$ cat src/rtl/cnn_pkg.sv
// Shared constants, widths and state encoding for the CNN inference engine.
package cnn_pkg;

  localparam int IMG_W    = 28;
  localparam int KSIZE    = 3;
  localparam int OUT_W    = IMG_W - KSIZE + 1;
  localparam int NUM_FILT = 4;
  localparam int NUM_CLS  = 10;
  localparam int FM_SIZE  = NUM_FILT * OUT_W * OUT_W;
  localparam int ACC_W    = 32;

  localparam int FILT_W  = 2;
  localparam int COORD_W = 5;
  localparam int ADDR_W  = 12;
  localparam int CLS_W   = 4;

  localparam logic [FILT_W-1:0]  LAST_FILT  = FILT_W'(NUM_FILT - 1);
  localparam logic [COORD_W-1:0] LAST_COORD = COORD_W'(OUT_W - 1);
  localparam logic [CLS_W-1:0]   LAST_CLS   = CLS_W'(NUM_CLS - 1);

  // Weight-stream sizes shared with the weight loader.
  localparam int CONV_W_WORDS     = NUM_FILT * KSIZE * KSIZE;
  localparam int CONV_BIAS_BYTES  = NUM_FILT * 4;
  localparam int DENSE_W_WORDS    = FM_SIZE * NUM_CLS;
  localparam int DENSE_BIAS_BYTES = NUM_CLS * 4;

  typedef enum logic [2:0] {
    S_IDLE        = 3'd0,
    S_CONV_ISSUE  = 3'd1,
    S_CONV_WAIT   = 3'd2,
    S_DENSE_ISSUE = 3'd3,
    S_DENSE_WAIT  = 3'd4,
    S_DONE        = 3'd5
  } state_t;

endpackage

$ cat src/rtl/cnn_argmax.sv
// Streaming argmax: keeps the index and value of the largest signed input.
// Index 0 loads unconditionally; later indices replace only on a strictly
// greater value, so ties resolve to the lower index.
module cnn_argmax
  import cnn_pkg::*;
(
  input  logic                    clk,
  input  logic                    rst,
  input  logic                    clear,
  input  logic                    valid,
  input  logic [CLS_W-1:0]        idx,
  input  logic signed [ACC_W-1:0] value,
  output logic [CLS_W-1:0]        best_idx,
  output logic signed [ACC_W-1:0] best_val
);

  logic [CLS_W-1:0]        best_idx_q, best_idx_d;
  logic signed [ACC_W-1:0] best_val_q, best_val_d;

  // Next best: clear wins, otherwise load on first index or strict improvement.
  always_comb begin
    best_idx_d = best_idx_q;
    best_val_d = best_val_q;
    if (clear) begin
      best_idx_d = '0;
      best_val_d = '0;
    end else if (valid && ((idx == '0) || (value > best_val_q))) begin
      best_idx_d = idx;
      best_val_d = value;
    end
  end

  // Register the running maximum.
  always_ff @(posedge clk) begin
    if (rst) begin
      best_idx_q <= '0;
      best_val_q <= '0;
    end else begin
      best_idx_q <= best_idx_d;
      best_val_q <= best_val_d;
    end
  end

  assign best_idx = best_idx_q;
  assign best_val = best_val_q;

endmodule

$ cat src/rtl/cnn_inference_sequencer.sv
// Inference controller: walks every conv output pixel (filter, row, col),
// then every dense neuron, feeds dense results to the argmax and reports
// the winning class. All outputs come straight from flops.
module cnn_inference_sequencer
  import cnn_pkg::*;
(
  input  logic                    clk,
  input  logic                    rst,
  input  logic                    weights_ready,
  input  logic                    image_ready,
  input  logic                    start,
  output logic                    start_rejected,
  output logic                    busy,
  output logic                    conv_start,
  output logic [FILT_W-1:0]       conv_filt,
  output logic [COORD_W-1:0]      conv_row,
  output logic [COORD_W-1:0]      conv_col,
  output logic [ADDR_W-1:0]       fm_addr,
  input  logic                    conv_done,
  output logic                    dense_start,
  output logic [CLS_W-1:0]        dense_idx,
  input  logic                    dense_done,
  input  logic signed [ACC_W-1:0] dense_acc,
  output logic                    image_release,
  output logic                    result_valid,
  output logic [CLS_W-1:0]        result_class,
  output logic signed [ACC_W-1:0] result_score
);

  state_t                  state_q, state_d;
  logic                    busy_q, busy_d;
  logic                    start_rejected_q, start_rejected_d;
  logic                    conv_start_q, conv_start_d;
  logic [FILT_W-1:0]       filt_q, filt_d;
  logic [COORD_W-1:0]      row_q, row_d;
  logic [COORD_W-1:0]      col_q, col_d;
  logic [ADDR_W-1:0]       fm_addr_q, fm_addr_d;
  logic                    dense_start_q, dense_start_d;
  logic [CLS_W-1:0]        dense_idx_q, dense_idx_d;
  logic                    image_release_q, image_release_d;
  logic                    result_valid_q, result_valid_d;
  logic [CLS_W-1:0]        result_class_q, result_class_d;
  logic signed [ACC_W-1:0] result_score_q, result_score_d;

  logic                    am_clear;
  logic                    am_valid;
  logic [CLS_W-1:0]        am_best_idx;
  logic signed [ACC_W-1:0] am_best_val;
  logic                    last_pixel;

  assign last_pixel = (filt_q == LAST_FILT) && (row_q == LAST_COORD) && (col_q == LAST_COORD);
  assign am_valid   = (state_q == S_DENSE_WAIT) && dense_done;

  cnn_argmax u_argmax (
    .clk      (clk),
    .rst      (rst),
    .clear    (am_clear),
    .valid    (am_valid),
    .idx      (dense_idx_q),
    .value    (dense_acc),
    .best_idx (am_best_idx),
    .best_val (am_best_val)
  );

  // Next-state, counter and registered-output computation.
  always_comb begin
    state_d          = state_q;
    busy_d           = busy_q;
    start_rejected_d = 1'b0;
    conv_start_d     = 1'b0;
    filt_d           = filt_q;
    row_d            = row_q;
    col_d            = col_q;
    fm_addr_d        = fm_addr_q;
    dense_start_d    = 1'b0;
    dense_idx_d      = dense_idx_q;
    image_release_d  = 1'b0;
    result_valid_d   = 1'b0;
    result_class_d   = result_class_q;
    result_score_d   = result_score_q;
    am_clear         = 1'b0;

    case (state_q)
      S_IDLE: begin
        if (start) begin
          if (weights_ready && image_ready) begin
            state_d        = S_CONV_ISSUE;
            busy_d         = 1'b1;
            filt_d         = '0;
            row_d          = '0;
            col_d          = '0;
            fm_addr_d      = '0;
            dense_idx_d    = '0;
            result_class_d = '0;
            result_score_d = '0;
            am_clear       = 1'b1;
          end else begin
            start_rejected_d = 1'b1;
          end
        end
      end
      S_CONV_ISSUE: begin
        conv_start_d = 1'b1;
        state_d      = S_CONV_WAIT;
      end
      S_CONV_WAIT: begin
        if (conv_done) begin
          if (last_pixel) begin
            filt_d          = '0;
            row_d           = '0;
            col_d           = '0;
            fm_addr_d       = '0;
            image_release_d = 1'b1;
            state_d         = S_DENSE_ISSUE;
          end else begin
            // fm_addr tracks filter/row/col as a flat running count.
            fm_addr_d = fm_addr_q + 1'b1;
            if (col_q == LAST_COORD) begin
              col_d = '0;
              if (row_q == LAST_COORD) begin
                row_d  = '0;
                filt_d = filt_q + 1'b1;
              end else begin
                row_d = row_q + 1'b1;
              end
            end else begin
              col_d = col_q + 1'b1;
            end
            state_d = S_CONV_ISSUE;
          end
        end
      end
      S_DENSE_ISSUE: begin
        dense_start_d = 1'b1;
        state_d       = S_DENSE_WAIT;
      end
      S_DENSE_WAIT: begin
        if (dense_done) begin
          if (dense_idx_q == LAST_CLS) begin
            dense_idx_d = '0;
            state_d     = S_DONE;
          end else begin
            dense_idx_d = dense_idx_q + 1'b1;
            state_d     = S_DENSE_ISSUE;
          end
        end
      end
      S_DONE: begin
        result_valid_d = 1'b1;
        result_class_d = am_best_idx;
        result_score_d = am_best_val;
        busy_d         = 1'b0;
        state_d        = S_IDLE;
      end
      default: state_d = S_IDLE;
    endcase
  end

  // State and output registers; reset aborts any run in progress.
  always_ff @(posedge clk) begin
    if (rst) begin
      state_q          <= S_IDLE;
      busy_q           <= 1'b0;
      start_rejected_q <= 1'b0;
      conv_start_q     <= 1'b0;
      filt_q           <= '0;
      row_q            <= '0;
      col_q            <= '0;
      fm_addr_q        <= '0;
      dense_start_q    <= 1'b0;
      dense_idx_q      <= '0;
      image_release_q  <= 1'b0;
      result_valid_q   <= 1'b0;
      result_class_q   <= '0;
      result_score_q   <= '0;
    end else begin
      state_q          <= state_d;
      busy_q           <= busy_d;
      start_rejected_q <= start_rejected_d;
      conv_start_q     <= conv_start_d;
      filt_q           <= filt_d;
      row_q            <= row_d;
      col_q            <= col_d;
      fm_addr_q        <= fm_addr_d;
      dense_start_q    <= dense_start_d;
      dense_idx_q      <= dense_idx_d;
      image_release_q  <= image_release_d;
      result_valid_q   <= result_valid_d;
      result_class_q   <= result_class_d;
      result_score_q   <= result_score_d;
    end
  end

  assign busy           = busy_q;
  assign start_rejected = start_rejected_q;
  assign conv_start     = conv_start_q;
  assign conv_filt      = filt_q;
  assign conv_row       = row_q;
  assign conv_col       = col_q;
  assign fm_addr        = fm_addr_q;
  assign dense_start    = dense_start_q;
  assign dense_idx      = dense_idx_q;
  assign image_release  = image_release_q;
  assign result_valid   = result_valid_q;
  assign result_class   = result_class_q;
  assign result_score   = result_score_q;

endmodule

$ cat config.mk
export PLATFORM = sky130hd
export DESIGN_NAME = cnn_inference_sequencer
export DESIGN_NICKNAME = d
export VERILOG_FILES = /design/src/rtl/cnn_pkg.sv /design/src/rtl/cnn_argmax.sv /design/src/rtl/cnn_inference_sequencer.sv
export SDC_FILE = /design/constraint.sdc
export NUM_CORES = 1
export LEC_CHECK = 0
export BUFFER_PORTS_ARGS = -buffer_cell sky130_fd_sc_hd__clkbuf_2
export CORE_ASPECT_RATIO = 0.5
export CORE_UTILIZATION = 55
export DETAILED_ROUTE_END_ITERATION = 10
export GPL_TIMING_DRIVEN = 1
export PLACE_DENSITY = 0.82
export SKIP_CTS_REPAIR_TIMING = 1
export SLEW_MARGIN = 10
export SYNTH_ARGS = -nofsm -noshare
export SYNTH_HDL_FRONTEND = slang
export SYNTH_SLANG_ARGS = --single-unit
$ cat constraint.sdc
create_clock -name clk -period 3.1 [get_ports clk]
set_clock_uncertainty 0.2 [all_clocks]
set_input_delay 0.31 -clock clk [delete_from_list [all_inputs] [get_ports clk]]
set_output_delay 0.31 -clock clk [all_outputs]
set_load 0.05 [all_outputs]
==> impl_metrics.xml, run 1 <==
<?xml version="1.0" encoding="UTF-8"?>
<metrics>
  <group name="global_routing">
    <metric name="antenna_found_initial" unit="">0</metric>
    <metric name="grt_max_degree" unit="">39</metric>
    <metric name="globalRouteOverflowTotal" unit="">0</metric>
    <metric name="total_track_usage" unit="%">24.0</metric>
    <metric name="grt_pass1_vias" unit="">4070</metric>
    <metric name="global_route_wire_length_before_repair" unit="µm">18900</metric>
  </group>
  <group name="clocking">
    <metric name="clock_insertion_delay_worst_skew" unit="ps">350</metric>
    <metric name="htree_num_levels" unit="">3</metric>
    <metric name="cts_num_sinks" unit="">109</metric>
    <metric name="number_of_buffers_created_by_cts" unit="">9</metric>
    <metric name="clk_transition_reported_paths" unit="ps">70</metric>
    <metric name="clock_tree.root_cell" unit="">sky130_fd_sc_hd__clkbuf_16</metric>
    <metric name="tritoncts" unit="">yes</metric>
    <metric name="cts_buffer_depth" unit="">2</metric>
  </group>
  <group name="min_path">
    <metric name="timing.hold.worst_path_depth" unit="">3</metric>
    <metric name="min_from" unit="">dense_acc[31]</metric>
    <metric name="holdCritPathClass" unit="">in -&gt; reg</metric>
  </group>
  <group name="outcome">
    <metric name="result_of_the_run" unit="">finished clean</metric>
  </group>
  <group name="finish">
    <metric name="final_core_density" unit="%">70.4</metric>
    <metric name="area_growth_syn_to_layout" unit="%">21.5</metric>
    <metric name="nets" unit="">756</metric>
    <metric name="layout_commonest_cell" unit="">sky130_fd_sc_hd__clkbuf_2</metric>
    <metric name="final_layout_size_suffix_gt1_share" unit="%">24.1</metric>
    <metric name="n_antenna_cell" unit="">0</metric>
    <metric name="multiInputGateArea" unit="µm²">2690</metric>
    <metric name="layout.cells.most_common_list" unit="">sky130_fd_sc_hd__clkbuf_2 (108), sky130_fd_sc_hd__dfxtp_1 (106), sky130_fd_sc_hd__nand3_1 (48), sky130_fd_sc_hd__o21ai_0 (45), sky130_fd_sc_hd__inv_1 (42)</metric>
    <metric name="finish.cell_count_without_fillers" unit="">798</metric>
    <metric name="fillers" unit="">694</metric>
    <metric name="final-seq-area" unit="µm²">2190</metric>
    <metric name="fin_area" unit="µm²">6260</metric>
  </group>
  <group name="placed_design">
    <metric name="hpwl" unit="µm">7800</metric>
    <metric name="globalplace.congestion" unit="">0.814</metric>
    <metric name="area_post_placement" unit="µm²">5750</metric>
    <metric name="placed_cells" unit="">767</metric>
    <metric name="port_buffers" unit="">108</metric>
  </group>
  <group name="power_and_ir_drop">
    <metric name="p_leak" unit="nW">2.55</metric>
    <metric name="power.total" unit="mW">2.79</metric>
    <metric name="power_density" unit="nW/µm²">445</metric>
    <metric name="max_ir_drop_vdd" unit="mV">0.245</metric>
  </group>
  <group name="die">
    <metric name="die_h" unit="µm">70.5</metric>
    <metric name="initial_utilization" unit="%">58.0</metric>
    <metric name="std_cell_rows" unit="">24</metric>
    <metric name="die_area" unit="µm²">9790</metric>
    <metric name="core_area" unit="µm²">8890</metric>
    <metric name="die_x" unit="µm">139</metric>
    <metric name="design.portCount" unit="">109</metric>
  </group>
  <group name="yosys">
    <metric name="number_of_synthesized_flops_with_an_enable_pin" unit="">0</metric>
    <metric name="number_of_register_bits_inferred_by_synthesis" unit="">109</metric>
    <metric name="synth_fp_nets" unit="">643</metric>
    <metric name="syn-cell-area" unit="µm²">5150</metric>
    <metric name="postSynthAreaPerCell" unit="µm²">9.15</metric>
    <metric name="postSynth.asyncResetShare" unit="%">0</metric>
    <metric name="synthDistinctLibCells" unit="">49</metric>
    <metric name="synth.yosys.seq_area_share" unit="%">42.3</metric>
    <metric name="synthFlopType" unit="">sky130_fd_sc_hd__dfxtp_1</metric>
    <metric name="yosys_warnings" unit="">0</metric>
    <metric name="netlist_instances" unit="">563</metric>
  </group>
  <group name="sta">
    <metric name="timing_max_transition_violations_final" unit="">0</metric>
    <metric name="max_slew.worst_pin.slew" unit="ps">811</metric>
    <metric name="report.final.setup_viol" unit="">0</metric>
    <metric name="period_minus_slack" unit="ps">3070</metric>
    <metric name="maximum_operating_frequency" unit="GHz">0.326</metric>
    <metric name="hold_viol" unit="">0</metric>
    <metric name="timing.slew.headroom" unit="%">45.7</metric>
    <metric name="post-route-period-util" unit="%">98.9</metric>
  </group>
  <group name="critical_path">
    <metric name="worstSetupEndpoint" unit="">u_argmax.best_val[18]</metric>
    <metric name="cp-end-kind" unit="">register</metric>
    <metric name="criticalPathCategory" unit="">reg -&gt; reg</metric>
    <metric name="crit_path_start" unit="">u_argmax.best_val[27]</metric>
    <metric name="path_max_fanout" unit="">10</metric>
    <metric name="crit_required" unit="ps">3140</metric>
    <metric name="worstSetupStartpointType" unit="">register</metric>
    <metric name="arrival_time_at_the_worst_endpoint" unit="ps">3110</metric>
    <metric name="reg2reg_to" unit="">u_argmax.best_val[18]</metric>
    <metric name="worst-r2r-setup-slack" unit="ps">30</metric>
    <metric name="timing.rr.start" unit="">u_argmax.best_val[27]</metric>
    <metric name="worst_r2r_path_depth" unit="">13</metric>
  </group>
  <group name="route">
    <metric name="avgRoutedWirePerCell" unit="µm">15.4</metric>
    <metric name="routed-via-count" unit="">4545</metric>
    <metric name="drt-total-wl" unit="µm">12300</metric>
    <metric name="routed_via_density" unit="">5.70</metric>
    <metric name="detail_route.iter0.violations" unit="">328</metric>
    <metric name="detail_route.drc_violations" unit="">0</metric>
    <metric name="drtAntennaViolNets" unit="">0</metric>
    <metric name="detail_route.first_pass.iterations" unit="">7</metric>
  </group>
  <group name="job">
    <metric name="maxCapViolCount" unit="">0</metric>
  </group>
</metrics>
-- flip-flops by register name, indices dropped and copies added (netlist names) --
| register | cells |
|---|---|
| result_score | 32 |
| u_argmax.best_val | 32 |
| fm_addr | 12 |
| conv_col | 5 |
| conv_row | 5 |
| dense_idx | 4 |
| result_class | 4 |
| u_argmax.best_idx | 4 |
| state_q | 3 |
| conv_filt | 2 |
| busy | 1 |
| conv_start | 1 |
| dense_start | 1 |
| image_release | 1 |
| result_valid | 1 |
| start_rejected | 1 |
-- per-stage QoR --
step	hold slack (ps)	setup TNS, ps	worst slack (ps)
floorplan	237	0	357
global placement	244	0	55.7
detailed placement	251	-24.0	-8.89
CTS	9.25	0	4.92
global route	28.1	-3080	-99.5
finish	19.8	0	34.1
-- worst max-delay path, cell delays in order, from the launching register on --
cell                        delay (ps)
sky130_fd_sc_hd__dfxtp_2           330
sky130_fd_sc_hd__inv_1              40
sky130_fd_sc_hd__ha_1              280
sky130_fd_sc_hd__and2_1            180
sky130_fd_sc_hd__a221o_1           330
sky130_fd_sc_hd__a221oi_2          310
sky130_fd_sc_hd__o21ai_2           130
sky130_fd_sc_hd__nor4_4            410
sky130_fd_sc_hd__buf_4             190
sky130_fd_sc_hd__o21ai_4            60
sky130_fd_sc_hd__buf_12            180
sky130_fd_sc_hd__clkbuf_16         160
sky130_fd_sc_hd__nand3_1            90
sky130_fd_sc_hd__a21boi_1           70
-- Yosys cell counts (3+ instances only) --
library cell,number,area share [%]
sky130_fd_sc_hd__or3_1,6,0.73
sky130_fd_sc_hd__nand4_1,16,1.9
sky130_fd_sc_hd__a21oi_1,30,2.9
sky130_fd_sc_hd__xor2_1,10,1.7
sky130_fd_sc_hd__a211oi_1,4,0.58
sky130_fd_sc_hd__nand2_1,21,1.5
sky130_fd_sc_hd__a21boi_0,6,0.87
sky130_fd_sc_hd__xnor2_1,4,0.68
sky130_fd_sc_hd__buf_6,6,1.3
sky130_fd_sc_hd__ha_1,41,10
sky130_fd_sc_hd__a21boi_1,30,4.4
sky130_fd_sc_hd__o21ai_0,45,4.4
sky130_fd_sc_hd__dfxtp_1,109,42
sky130_fd_sc_hd__a31oi_1,4,0.49
sky130_fd_sc_hd__nand3_1,48,4.7
sky130_fd_sc_hd__clkbuf_1,19,1.4
sky130_fd_sc_hd__nor3_1,11,1.1
sky130_fd_sc_hd__a22o_1,36,6.1
sky130_fd_sc_hd__inv_1,42,3.1
sky130_fd_sc_hd__nor2_1,32,2.3
sky130_fd_sc_hd__and4b_1,3,0.58
sky130_fd_sc_hd__nand2b_1,4,0.49
-- per-layer routing --
metal	vias up	share of wire (%)	track usage, %
li1	2251	-	-
met1	2140	47	30.4
met2	140	46	40.0
met3	14	6.4	7.13
met4	0	1.2	6.67
met5	-	0	0
-- layout make-up --
| class | count | share of cell area, % |
|---|---|---|
| inverters | 42 | 2.52 |
| flip-flops and latches | 109 | 34.9 |
| well taps | 117 | 2.34 |
| multi-input cells | 383 | 43.0 |
| repair buffers | 131 | 12.6 |
| clock buffers | 11 | 3.72 |
| clock inverters | 5 | 0.979 |
-- where the power goes --
part	internal, mW	total, mW	switching, mW	leakage (nW)
Clock	0.629	1.15	0.517	0.132
Combinational	0.0877	0.223	0.135	1.54
Sequential	1.41	1.42	0.0112	0.880
-- kinds of logic (layout without fill, tap and decap cells) --
logic type / count (synthesis) / in the layout / synth area share, %
compound gates: 167 / 170 / 22.0
xor+xnor: 14 / 14 / 2.38
fa+ha+maj: 41 / 41 / 9.95
buf+inv: 74 / 189 / 7.21
flops: 109 / 109 / 42.3
mux: 1 / 1 / 0.218
simple gates: 157 / 157 / 15.9
-- worst min-delay path by stage --
stage | endpoint | slack (ps)
after global routing | u_argmax.best_val[9] | 30
after global placement | u_argmax.best_idx[2] | 240
final | u_argmax.best_val[31] | 20
after floorplan | u_argmax.best_idx[2] | 240
after detailed placement | u_argmax.best_idx[3] | 250
after CTS | u_argmax.best_val[31] | 9
(Power assumes the default switching activity.)
==> run 2: changes to the inputs <==
Settings changed: CELL_PAD_IN_SITES_DETAIL_PLACEMENT set to 1, CELL_PAD_IN_SITES_GLOBAL_PLACEMENT set to 2, CORE_UTILIZATION 55 to 33, TNS_END_PERCENT set to 50.
==> impl_metrics.xml, run 2 (same netlist as run 1, synthesis figures left out) <==
<?xml version="1.0" encoding="UTF-8"?>
<metrics>
  <group name="sta">
    <metric name="setup_total_negative_slack" unit="ps">0</metric>
    <metric name="period_minus_slack" unit="ps">2940</metric>
    <metric name="timing.slew.headroom" unit="%">43.4</metric>
    <metric name="holdWs" unit="ps">21.4</metric>
    <metric name="max_slew.worst_pin.slew" unit="ps">849</metric>
    <metric name="hold_viol" unit="">0</metric>
    <metric name="post-route-period-util" unit="%">95.0</metric>
    <metric name="timing_max_transition_violations_final" unit="">0</metric>
    <metric name="post-route-worst-setup-slack" unit="ps">156</metric>
    <metric name="report.final.setup_viol" unit="">0</metric>
    <metric name="maximum_operating_frequency" unit="GHz">0.340</metric>
  </group>
  <group name="finish">
    <metric name="n_antenna_cell" unit="">0</metric>
    <metric name="fillers" unit="">1781</metric>
    <metric name="layout_commonest_cell" unit="">sky130_fd_sc_hd__clkbuf_2</metric>
    <metric name="layout.cells.most_common_list" unit="">sky130_fd_sc_hd__clkbuf_2 (108), sky130_fd_sc_hd__dfxtp_1 (107), sky130_fd_sc_hd__nand3_1 (48), sky130_fd_sc_hd__inv_1 (42), sky130_fd_sc_hd__ha_1 (41)</metric>
    <metric name="nets" unit="">744</metric>
    <metric name="fin_area" unit="µm²">6200</metric>
    <metric name="final_layout_size_suffix_gt1_share" unit="%">22.7</metric>
    <metric name="area_growth_syn_to_layout" unit="%">20.2</metric>
    <metric name="final_core_density" unit="%">41.7</metric>
    <metric name="finish.cell_count_without_fillers" unit="">867</metric>
  </group>
  <group name="placed_design">
    <metric name="place_worst_setup_slack" unit="ps">9.43</metric>
    <metric name="placed_cells" unit="">851</metric>
    <metric name="port_buffers" unit="">108</metric>
    <metric name="area_post_placement" unit="µm²">5870</metric>
    <metric name="hpwl" unit="µm">9490</metric>
    <metric name="globalplace.congestion" unit="">0.756</metric>
  </group>
  <group name="die">
    <metric name="die_x" unit="µm">179</metric>
    <metric name="initial_utilization" unit="%">34.7</metric>
    <metric name="die_area" unit="µm²">16200</metric>
    <metric name="die_h" unit="µm">90.4</metric>
    <metric name="std_cell_rows" unit="">31</metric>
    <metric name="design.portCount" unit="">109</metric>
    <metric name="core_area" unit="µm²">14900</metric>
  </group>
  <group name="power_and_ir_drop">
    <metric name="power_density" unit="nW/µm²">447</metric>
    <metric name="power.total" unit="mW">2.77</metric>
    <metric name="max_ir_drop_vdd" unit="mV">0.305</metric>
    <metric name="p_leak" unit="nW">2.47</metric>
  </group>
  <group name="clocking">
    <metric name="htree_num_levels" unit="">3</metric>
    <metric name="number_of_buffers_created_by_cts" unit="">9</metric>
    <metric name="cts_num_sinks" unit="">109</metric>
    <metric name="tritoncts" unit="">yes</metric>
    <metric name="clk_transition_reported_paths" unit="ps">80</metric>
    <metric name="clock_tree.root_cell" unit="">sky130_fd_sc_hd__clkbuf_16</metric>
    <metric name="clock_insertion_delay_worst_skew" unit="ps">350</metric>
    <metric name="cts_buffer_depth" unit="">2</metric>
  </group>
  <group name="route">
    <metric name="detail_route.drc_violations" unit="">0</metric>
    <metric name="drt-total-wl" unit="µm">13400</metric>
    <metric name="drtAntennaViolNets" unit="">0</metric>
    <metric name="routed-via-count" unit="">4413</metric>
    <metric name="detail_route.first_pass.iterations" unit="">4</metric>
    <metric name="detail_route.iter0.violations" unit="">205</metric>
    <metric name="avgRoutedWirePerCell" unit="µm">15.5</metric>
    <metric name="routed_via_density" unit="">5.09</metric>
  </group>
  <group name="critical_path">
    <metric name="path_max_fanout" unit="">22</metric>
    <metric name="worstSetupStartpointType" unit="">register</metric>
    <metric name="reg2reg_to" unit="">u_argmax.best_val[26]</metric>
    <metric name="crit_path_top_delay_cell" unit="">sky130_fd_sc_hd__dfxtp_2</metric>
    <metric name="cp-end-kind" unit="">register</metric>
    <metric name="worstSetupEndpoint" unit="">u_argmax.best_val[26]</metric>
    <metric name="critPathMaxStageDelay" unit="ps">340</metric>
    <metric name="worst_r2r_path_depth" unit="">11</metric>
    <metric name="crit_path_start" unit="">u_argmax.best_val[25]</metric>
    <metric name="timing.rr.start" unit="">u_argmax.best_val[25]</metric>
    <metric name="criticalPathCategory" unit="">reg -&gt; reg</metric>
    <metric name="worst-r2r-setup-slack" unit="ps">160</metric>
    <metric name="crit_required" unit="ps">3120</metric>
    <metric name="arrival_time_at_the_worst_endpoint" unit="ps">2970</metric>
    <metric name="path_cells" unit="">inv_1, ha_1, a21o_1, a221o_1, a221oi_2, o21ai_2, o31a_1, o21a_4, buf_12, o21ai_0, a21boi_1</metric>
  </group>
  <group name="global_routing">
    <metric name="globalRouteOverflowTotal" unit="">0</metric>
    <metric name="antenna_found_initial" unit="">0</metric>
    <metric name="grt_pass1_vias" unit="">4310</metric>
    <metric name="grt_max_degree" unit="">39</metric>
    <metric name="global_route_wire_length_before_repair" unit="µm">22000</metric>
    <metric name="total_track_usage" unit="%">17.0</metric>
  </group>
  <group name="min_path">
    <metric name="min_from" unit="">dense_acc[12]</metric>
    <metric name="holdCritPathClass" unit="">in -&gt; reg</metric>
  </group>
  <group name="outcome">
    <metric name="result_of_the_run" unit="">finished clean</metric>
  </group>
  <group name="job">
    <metric name="maxCapViolCount" unit="">0</metric>
  </group>
</metrics>
[run 2: changes by cell type in the layout (fill, tap and decap cells not counted), sizes merged]
| cell | before | now |
|---|---|---|
| clkinv | 1 | 2 |
| bufinv | 1 | 0 |
| o21a | 5 | 2 |
| buf | 21 | 14 |
| inv | 42 | 44 |
| clkbuf | 121 | 119 |
| clkinvlp | 3 | 1 |
[run 2: worst min-delay path by stage]
stage	endpoint	slack (ps)	depth (start not counted)
after floorplan	u_argmax.best_idx[2]	240	2
after global placement	u_argmax.best_idx[3]	250	2
after detailed placement	result_class[2]	260	1
after CTS	u_argmax.best_val[12]	10	3
after global routing	u_argmax.best_val[25]	30	3
final	u_argmax.best_val[12]	20	3
[run 2: layout make-up]
cell class,count,area [µm²],area share [%]
Clock inverter,5,42.5,0.687
Timing Repair Buffer,122,678,10.9
Clock buffer,11,253,4.08
Tap cell,198,248,4.00
Multi-Input combinational cell,380,2630,42.5
Sequential cell,109,2180,35.3
Inverter,42,158,2.54
[run 2: critical path, delay by kind of cell (launching register included)]
family	cells	cell delay, ps
fa+ha+maj	1	280
buf+inv	2	210
compound gates	8	1790
flops	1	340
[run 2: layer usage]
metal  part of all wire [%]  vias up  track usage [%]
met4                    1.1        0             3.95
met3                    4.0       11             4.34
met2                     44       65             25.9
met1                     51     2114             23.7
met5                      0        -                0
li1                       -     2223                -
[run 2: report_power, final]
part           internal [mW]  switching [mW]  leakage [nW]
Combinational         0.0805           0.132          1.45
Sequential              1.41          0.0112         0.880
Clock                  0.599           0.539         0.143
==> run 3: changes to the inputs <==
Settings changed: CORE_UTILIZATION 33 to 35, PLACE_DENSITY 0.82 to 0.86.
Clock period 3.1 ns to 3.67 ns, I/O delays scaled along.
==> impl_metrics.xml, run 3 (same netlist as run 1, synthesis figures left out) <==
<?xml version="1.0" encoding="UTF-8"?>
<metrics>
  <group name="route">
    <metric name="drt-total-wl" unit="µm">13200</metric>
    <metric name="drtAntennaViolNets" unit="">0</metric>
    <metric name="detail_route.first_pass.iterations" unit="">4</metric>
    <metric name="routed_via_density" unit="">5.20</metric>
    <metric name="avgRoutedWirePerCell" unit="µm">15.4</metric>
    <metric name="detail_route.drc_violations" unit="">0</metric>
    <metric name="detail_route.iter0.violations" unit="">215</metric>
    <metric name="routed-via-count" unit="">4443</metric>
  </group>
  <group name="job">
    <metric name="maxCapViolCount" unit="">0</metric>
  </group>
  <group name="power_and_ir_drop">
    <metric name="power.total" unit="mW">2.30</metric>
    <metric name="net_switching_power_of_the_design" unit="µW">579</metric>
    <metric name="switching_share" unit="%">25.2</metric>
    <metric name="p_leak" unit="nW">2.41</metric>
    <metric name="max_ir_drop_vdd" unit="mV">0.188</metric>
    <metric name="power_density" unit="nW/µm²">379</metric>
    <metric name="power.internal" unit="mW">1.72</metric>
    <metric name="p_clk_share" unit="%">40.4</metric>
    <metric name="power_share_of_the_sequential_group" unit="%">52.1</metric>
    <metric name="comb_power_share" unit="%">7.5</metric>
  </group>
  <group name="sta">
    <metric name="rsz0062_at_grt" unit="">no</metric>
    <metric name="max_slew.worst_pin.slew" unit="ps">892</metric>
    <metric name="post-route-period-util" unit="%">90.2</metric>
    <metric name="timing_max_transition_violations_final" unit="">0</metric>
    <metric name="hold_viol" unit="">0</metric>
    <metric name="setup_total_negative_slack" unit="ps">0</metric>
    <metric name="maximum_operating_frequency" unit="GHz">0.302</metric>
    <metric name="timing.slew.headroom" unit="%">40.5</metric>
    <metric name="report.final.setup_viol" unit="">0</metric>
    <metric name="period_minus_slack" unit="ps">3310</metric>
  </group>
  <group name="placed_design">
    <metric name="globalplace.congestion" unit="">0.746</metric>
    <metric name="port_buffers" unit="">108</metric>
    <metric name="hpwl" unit="µm">9250</metric>
  </group>
  <group name="finish">
    <metric name="layout.cells.most_common_list" unit="">sky130_fd_sc_hd__dfxtp_1 (109), sky130_fd_sc_hd__clkbuf_2 (108), sky130_fd_sc_hd__nand3_1 (48), sky130_fd_sc_hd__o21ai_0 (45), sky130_fd_sc_hd__inv_1 (42)</metric>
    <metric name="final-seq-area" unit="µm²">2180</metric>
    <metric name="fillers" unit="">1677</metric>
    <metric name="multiInputGateArea" unit="µm²">2610</metric>
    <metric name="area_growth_syn_to_layout" unit="%">17.7</metric>
    <metric name="nets" unit="">738</metric>
    <metric name="n_antenna_cell" unit="">0</metric>
    <metric name="layout_commonest_cell" unit="">sky130_fd_sc_hd__dfxtp_1</metric>
    <metric name="final_layout_size_suffix_gt1_share" unit="%">21.4</metric>
  </group>
  <group name="die">
    <metric name="std_cell_rows" unit="">30</metric>
    <metric name="initial_utilization" unit="%">36.9</metric>
    <metric name="die_h" unit="µm">87.8</metric>
    <metric name="die_area" unit="µm²">15200</metric>
    <metric name="die_x" unit="µm">174</metric>
    <metric name="design.portCount" unit="">109</metric>
    <metric name="core_area" unit="µm²">14000</metric>
  </group>
  <group name="clocking">
    <metric name="clock_tree.root_cell" unit="">sky130_fd_sc_hd__clkbuf_16</metric>
    <metric name="htree_num_levels" unit="">3</metric>
    <metric name="number_of_buffers_created_by_cts" unit="">9</metric>
    <metric name="clk_transition_reported_paths" unit="ps">70</metric>
    <metric name="cts_buffer_depth" unit="">2</metric>
    <metric name="tritoncts" unit="">yes</metric>
    <metric name="clock_insertion_delay_worst_skew" unit="ps">350</metric>
    <metric name="cts_num_sinks" unit="">109</metric>
  </group>
  <group name="global_routing">
    <metric name="antenna_found_initial" unit="">0</metric>
    <metric name="globalRouteOverflowTotal" unit="">0</metric>
    <metric name="global_route_wire_length_before_repair" unit="µm">21900</metric>
    <metric name="grt_pass1_vias" unit="">4434</metric>
    <metric name="grt_max_degree" unit="">39</metric>
    <metric name="total_track_usage" unit="%">17.7</metric>
  </group>
  <group name="min_path">
    <metric name="holdCritPathClass" unit="">in -&gt; reg</metric>
  </group>
  <group name="critical_path">
    <metric name="path_max_fanout" unit="">36</metric>
    <metric name="worstSetupStartpointType" unit="">register</metric>
    <metric name="cp-end-kind" unit="">register</metric>
    <metric name="criticalPathCategory" unit="">reg -&gt; reg</metric>
    <metric name="crit_required" unit="ps">3730</metric>
    <metric name="arrival_time_at_the_worst_endpoint" unit="ps">3370</metric>
  </group>
  <group name="outcome">
    <metric name="result_of_the_run" unit="">finished clean</metric>
  </group>
</metrics>
==> run 3: cell count changes in the layout (fill, tap and decap cells not counted), moves of 2 or more <==
cell	before	now
sky130_fd_sc_hd__nor4_2	0	2
sky130_fd_sc_hd__o21ai_1	10	1
sky130_fd_sc_hd__clkbuf_8	2	0
sky130_fd_sc_hd__buf_12	2	0
sky130_fd_sc_hd__buf_4	10	8
sky130_fd_sc_hd__dfxtp_2	2	0
sky130_fd_sc_hd__o21ai_0	35	45
sky130_fd_sc_hd__buf_6	2	0
sky130_fd_sc_hd__nor4_4	2	0
sky130_fd_sc_hd__dfxtp_1	107	109
==> run 3: worst max-delay path, stage by stage, from the launching register on <==
cell	delay, ps
sky130_fd_sc_hd__dfxtp_1	360
sky130_fd_sc_hd__inv_1	60
sky130_fd_sc_hd__ha_1	360
sky130_fd_sc_hd__and4_1	260
sky130_fd_sc_hd__nand4_1	190
sky130_fd_sc_hd__nor4_2	510
sky130_fd_sc_hd__o31a_1	290
sky130_fd_sc_hd__o31a_1	240
sky130_fd_sc_hd__o21a_4	420
sky130_fd_sc_hd__o21ai_0	140
sky130_fd_sc_hd__a21boi_0	200
==> run 3: through the flow <==
step / utilization, % / hold WS (ps) / cells / worst slack [ps] / instance area [µm²]
global placement: 41.5 / 251 / 839 / 374 / 5790
CTS: 43.5 / 71.6 / 855 / 316 / 6070
detailed placement: 41.5 / 251 / 839 / 276 / 5790
global route: 43.5 / 89.7 / 855 / 82.6 / 6070
floorplan: - / 237 / 563 / 910 / 5150
finish: 43.5 / 83.1 / 855 / 361 / 6070
==> run 3: worst paths after layout <==
check	end	startpoint	depth (start not counted)	slack (ps)
max	u_argmax.best_val[1]	u_argmax.best_val[31]	10	360
max reg2reg	u_argmax.best_val[1]	u_argmax.best_val[31]	10	360
min reg2reg	u_argmax.best_idx[3]	u_argmax.best_idx[3]	2	260
min	u_argmax.best_val[25]	dense_acc[25]	3	80
==> run 3: power by group through the flow <==
stage	combinational, mW	clock, mW	sequential (mW)
4_1_cts	0.175	0.969	1.20
6_report	0.172	0.929	1.20
3_5_place_dp	0.174	0	1.23
3_3_place_gp	0.171	0	1.23
2_1_floorplan	0.0923	0	1.24
5_1_grt	0.193	1.01	1.20
==> run 3: area by class of cell <==
cell class | count | share of cell area [%]
multi-input combinational | 380 | 43.0
sequential | 109 | 36.0
timing repair buffer | 116 | 9.90
tap | 192 | 3.96
clock buffer | 10 | 3.77
inverter | 42 | 2.60
clock inverter | 6 | 0.784
==> run 3: layer usage <==
metal / global-route usage, % / part of all wire [%]
met5: 0 / 0
met4: 3.67 / 0.71
met3: 3.99 / 4.4
met2: 30.4 / 46
met1: 23.2 / 49
